**src/rtl/reload_timer.sv**
```systemverilog
// reload_timer: countdown timer for traffic-light phase timing.
//
// The timer counts ticks of an external enable strobe. A prescaler divides
// that strobe by TICK_DIV. The timer can run once (one-shot) or repeat its
// period automatically (auto-reload). It can be paused with hold and
// cancelled with abort. Each elapsed period produces a one-cycle expired
// pulse.
//
// Parameters
//   WIDTH     width of Value and remaining; the longest period is 2**WIDTH-1 ticks
//   TICK_DIV  number of oneHz_enable pulses per decrement (>= 1)
//
// Ports
//   clk           system clock, rising edge
//   Reset_Sync    asynchronous, active-high reset
//   oneHz_enable  tick strobe, one clk wide
//   start_timer   load Value and start counting; restarts a running timer
//   Value         period in ticks; sampled only when start_timer is high
//   reload_mode   0 = one-shot, 1 = auto-reload; sampled with start_timer
//   hold          freezes the count while high
//   abort         stops the timer at once and suppresses any expiry
//   expired       registered one-cycle pulse at the end of each period
//   busy          high while the timer is running or held
//   remaining     current count
//
// state | meaning
// ------+---------------------------------------------------------------
// IDLE  | not counting; remaining is 0 (or a just-loaded zero period)
// RUN   | counting ticks through the prescaler
// HOLD  | paused; count and prescaler frozen, ticks ignored

module reload_timer #(
   parameter int WIDTH    = 4,
   parameter int TICK_DIV = 1
) (
   input  logic             clk,
   input  logic             Reset_Sync,
   input  logic             oneHz_enable,
   input  logic             start_timer,
   input  logic [WIDTH-1:0] Value,
   input  logic             reload_mode,
   input  logic             hold,
   input  logic             abort,
   output logic             expired,
   output logic             busy,
   output logic [WIDTH-1:0] remaining
);

   localparam int PW = (TICK_DIV > 1) ? $clog2(TICK_DIV) : 1;
   localparam logic [PW-1:0] PRE_LAST = PW'(TICK_DIV - 1);

   typedef enum logic [1:0] {
      IDLE = 2'd0,
      RUN  = 2'd1,
      HOLD = 2'd2
   } state_t;

   state_t           state;
   logic [WIDTH-1:0] count;
   logic [WIDTH-1:0] reload_reg;
   logic             mode_reg;
   logic [PW-1:0]    prescale;

   always_ff @(posedge clk or posedge Reset_Sync) begin
      if (Reset_Sync) begin
         state      <= IDLE;
         count      <= '0;
         reload_reg <= '0;
         mode_reg   <= 1'b0;
         prescale   <= '0;
         expired    <= 1'b0;
      end else begin
         expired <= 1'b0;
         if (abort) begin
            state    <= IDLE;
            count    <= '0;
            prescale <= '0;
         end else if (start_timer) begin
            // A tick arriving in the same cycle as start is dropped, so the
            // period always begins cleanly on the following tick.
            reload_reg <= Value;
            mode_reg   <= reload_mode;
            count      <= Value;
            prescale   <= '0;
            if (Value != '0) begin
               state <= RUN;
            end else begin
               state   <= IDLE;
               expired <= 1'b1;
            end
         end else begin
            case (state)
               RUN: begin
                  if (hold) begin
                     state <= HOLD;
                  end else if (oneHz_enable) begin
                     if (prescale == PRE_LAST) begin
                        prescale <= '0;
                        if (count == WIDTH'(1)) begin
                           expired <= 1'b1;
                           // Auto-reload starts the next period right away.
                           if (mode_reg) begin
                              count <= reload_reg;
                           end else begin
                              count <= '0;
                              state <= IDLE;
                           end
                        end else if (count != '0) begin
                           count <= count - WIDTH'(1);
                        end
                     end else begin
                        prescale <= prescale + PW'(1);
                     end
                  end
               end
               HOLD: begin
                  if (!hold) state <= RUN;
               end
               default: state <= IDLE;
            endcase
         end
      end
   end

   assign busy      = (state != IDLE);
   assign remaining = count;

endmodule

```
**config.mk**
```make
export PLATFORM = sky130hd
export DESIGN_NAME = reload_timer
export DESIGN_NICKNAME = d
export VERILOG_FILES = /design/src/rtl/reload_timer.sv
export SDC_FILE = /design/constraint.sdc
export NUM_CORES = 1
export LEC_CHECK = 0
export ABC_AREA = 1
export ABC_CLOCK_PERIOD_IN_PS = 2200
export CAP_MARGIN = 5
export CORE_AREA = 3 3 62 64
export CTS_CLUSTER_DIAMETER = 30
export CTS_CLUSTER_SIZE = 14
export DETAILED_ROUTE_END_ITERATION = 12
export DIE_AREA = 0 0 65 67
export GPL_TIMING_DRIVEN = 0
export PLACE_DENSITY_LB_ADDON = 0.05
export RECOVER_POWER = 25
export SLEW_MARGIN = 25
export SYNTH_ARGS = -nofsm -noshare
export SYNTH_HDL_FRONTEND = slang
export SYNTH_SLANG_ARGS = --single-unit
```
**constraint.sdc**
```tcl
create_clock -name clk -period 2.2 [get_ports clk]
set_input_delay 0.44 -clock clk [delete_from_list [all_inputs] [get_ports clk]]
set_output_delay 0.44 -clock clk [all_outputs]
set_load 0.03 [all_outputs]
```
==> impl_metrics.ini <==
[floorplanning]
die_w_um = 65
die_h_um = 67
core-area_um2 = 3340
start_util_pct = 25.0
ios = 17
rows = 21
die-area_um2 = 4360

[final_layout]
design_area_um2 = 1080
n_antenna_cell = 0
n_fill_cell = 385
finalNetCount = 151
fin_util_pct = 32.3
area_growth_pct = 29.3
drive_above_1_share_pct = 9.02

[clocking]
root_buffer = clkbuf_4
clock-sinks = 12
cts_setup_buffers = 0
cts_buffers = 3
clk_latency_ns = 0.28
cts_max_level = 1
ctsResizeCount = 0
clk_path_buf_depth = 2
clk_pin_slew_ns = 0.09
cts_tree = yes
cts-hold-fix-buffers = 0

[synthesis]
synthTopCellsByArea = dfrtp_1 36%, nand2_1 19%, ha_1 9.0%
synthArstFlopShare_pct = 100
synth-seq-cells = 12
yosysWarnings = 0
synth_top_flop_cell = dfrtp_1
ys_types = 20
yosysTopAreaCell = dfrtp_1
syn_area_per_cell_um2 = 7.31
yosysTopAreaCellShare_pct = 36.0
synth_common_cells = 43 x nand2_1, 12 x dfrtp_1, 11 x inv_1
yosysSeqAreaShare_pct = 36.0
synth_cells = 114
syn_nets = 131
synth_edf_count = 0
yosysMostFrequentCell = nand2_1
synth_area_um2 = 833

[critical_path]
worstPathArrival_ns = 1.65
cp_common_cell = inv_1
worst-endpoint-required_ns = 1.76
cp-start-kind = flop
end_kind = output pin
crit_fanout = 3
cp_slowest_cell = clkdlybuf4s50_1
crit_type = reg -> out
worstPathCellList = inv_1, ha_1, inv_1, clkdlybuf4s50_1
max_stage_delay_ns = 0.66

[sta]
period_share_pct = 94.8
final.min_clock_period_ns = 2.09
hold_viol = 0
fin_worst_skew_ns = 0.00756
layout_setup_ws_ns = 0.114
rsz0062_at_grt = false
final-setup-viol-count = 0
max_clock_freq_ghz = 0.479
fin_setup_tns_ns = 0
slew_viol_final = 0
worst_pin_slew_ns = 0.500
max_slew_margin_pct = 66.6
holdWs_ns = 0.481

[power]
p_per_area_nw_per_um2 = 607
comb_power_share_pct = 30.9
intPower_mw = 0.426
power.net_switching_mw = 0.228
leakagePower_nw = 0.531
vdd_drop_max_mv = 0.142
p_sw_share_pct = 34.8
seqPwrFrac_pct = 41.3
clkPwrFrac_pct = 27.9

[global_routing]
overflow = 0
grt_usage_pct = 9.93
grt_pass1_wl_um = 3240
grt_max_degree = 13
antenna_found_initial = 0
grt_pass1_vias = 706

[detailed_routing]
drtIter0Drc = 56
via_count = 740
viasPerCell = 4.13
drcViolationCount = 0
antenna_left = 0
drtPass1Iterations = 4
drt-total-wl_um = 1970
avgRoutedWirePerCell_um = 11.0

[place]
numPortBuffers = 15
gp_congestion = 0.797
placed_cell_area_um2 = 1040
preCtsSetupSlack_ns = 0.422
hpwl_um = 1510

[worst_hold_path]
holdCritPathClass = in -> reg

[run_status]
status = finished clean

[job]
drv_cap = 0
[power by group through the flow]
stage / logic [mW] / clock network [mW] / registers, mW
4_1_cts: 0.206 / 0.191 / 0.270
3_3_place_gp: 0.206 / 0 / 0.274
3_5_place_dp: 0.205 / 0 / 0.274
5_1_grt: 0.232 / 0.197 / 0.275
2_1_floorplan: 0.115 / 0 / 0.290
6_report: 0.202 / 0.182 / 0.270
[layer usage]
layer / part of all wire, % / vias up / track usage, % / wire length (µm)
li1: - / 401 / - / -
met1: 52 / 323 / 14.2 / 1030
met2: 43 / 14 / 14.0 / 841
met3: 3.4 / 2 / 1.52 / 66
met4: 1.5 / 0 / 5.54 / 30
met5: 0 / - / 0 / 0
[area by class of cell]
type / instances / area, µm² / share of cell area [%]
buffer: 2 / 12.5 / 1.16
clock buffer: 4 / 36.3 / 3.37
inverter: 12 / 47.5 / 4.41
multi-input combinational: 88 / 473 / 43.9
sequential: 12 / 300 / 27.9
tap: 46 / 57.6 / 5.34
timing repair buffer: 15 / 150 / 13.9
[final timing paths]
kind	startpoint	to	slack, ns	cells past startpoint
setup / recovery	state[0]$_DFFE_PP0P_	busy	0.11	4
hold / removal	abort	expired$_DFF_PP0_	0.48	2
setup reg to reg	remaining[1]$_DFFE_PP0P_	remaining[3]$_DFFE_PP0P_	0.67	10
hold reg to reg	reload_reg[2]$_DFFE_PP0P_	reload_reg[2]$_DFFE_PP0P_	0.51	2
max in group asynchronous	Reset_Sync	reload_reg[3]$_DFFE_PP0P_	1.24	2
min in group asynchronous	Reset_Sync	remaining[1]$_DFFE_PP0P_	0.62	2
[critical path, delay by kind of cell (launching register included)]
kind | cells | cell delay (ns)
adders and majority gates | 1 | 0.19
buffers and inverters | 3 | 0.80
DFF | 1 | 0.39
[metrics by stage]
stage / total power, mW / instances
2_1_floorplan: 0.405 / 114
3_3_place_gp: 0.480 / 175
3_5_place_dp: 0.480 / 175
4_1_cts: 0.667 / 179
5_1_grt: 0.704 / 179
6_report: 0.654 / 179
[placed cells by master, fill, tap and decap left out, drive strengths merged]
cell,instances
nor3,1
dfrtp,12
clkdlybuf4s50,14
nand2,45
nor2,12
nand4,3
nand3,10
a21oi,1
o21bai,1
inv,12
o31ai,1
clkbuf,4
o21ai,8
ha,6
buf,2
dlygate4sd3,1
[logic make-up after synthesis]
kind of cell               Yosys count  synth area share, %
buffers and inverters               14                 7.21
and+or+nand+nor                     71                 40.5
AOI/OAI and AO/OA                   11                 7.21
DFF                                 12                 36.0
adders and majority gates            6                 9.01
Power figures use the tool's default switching activity.
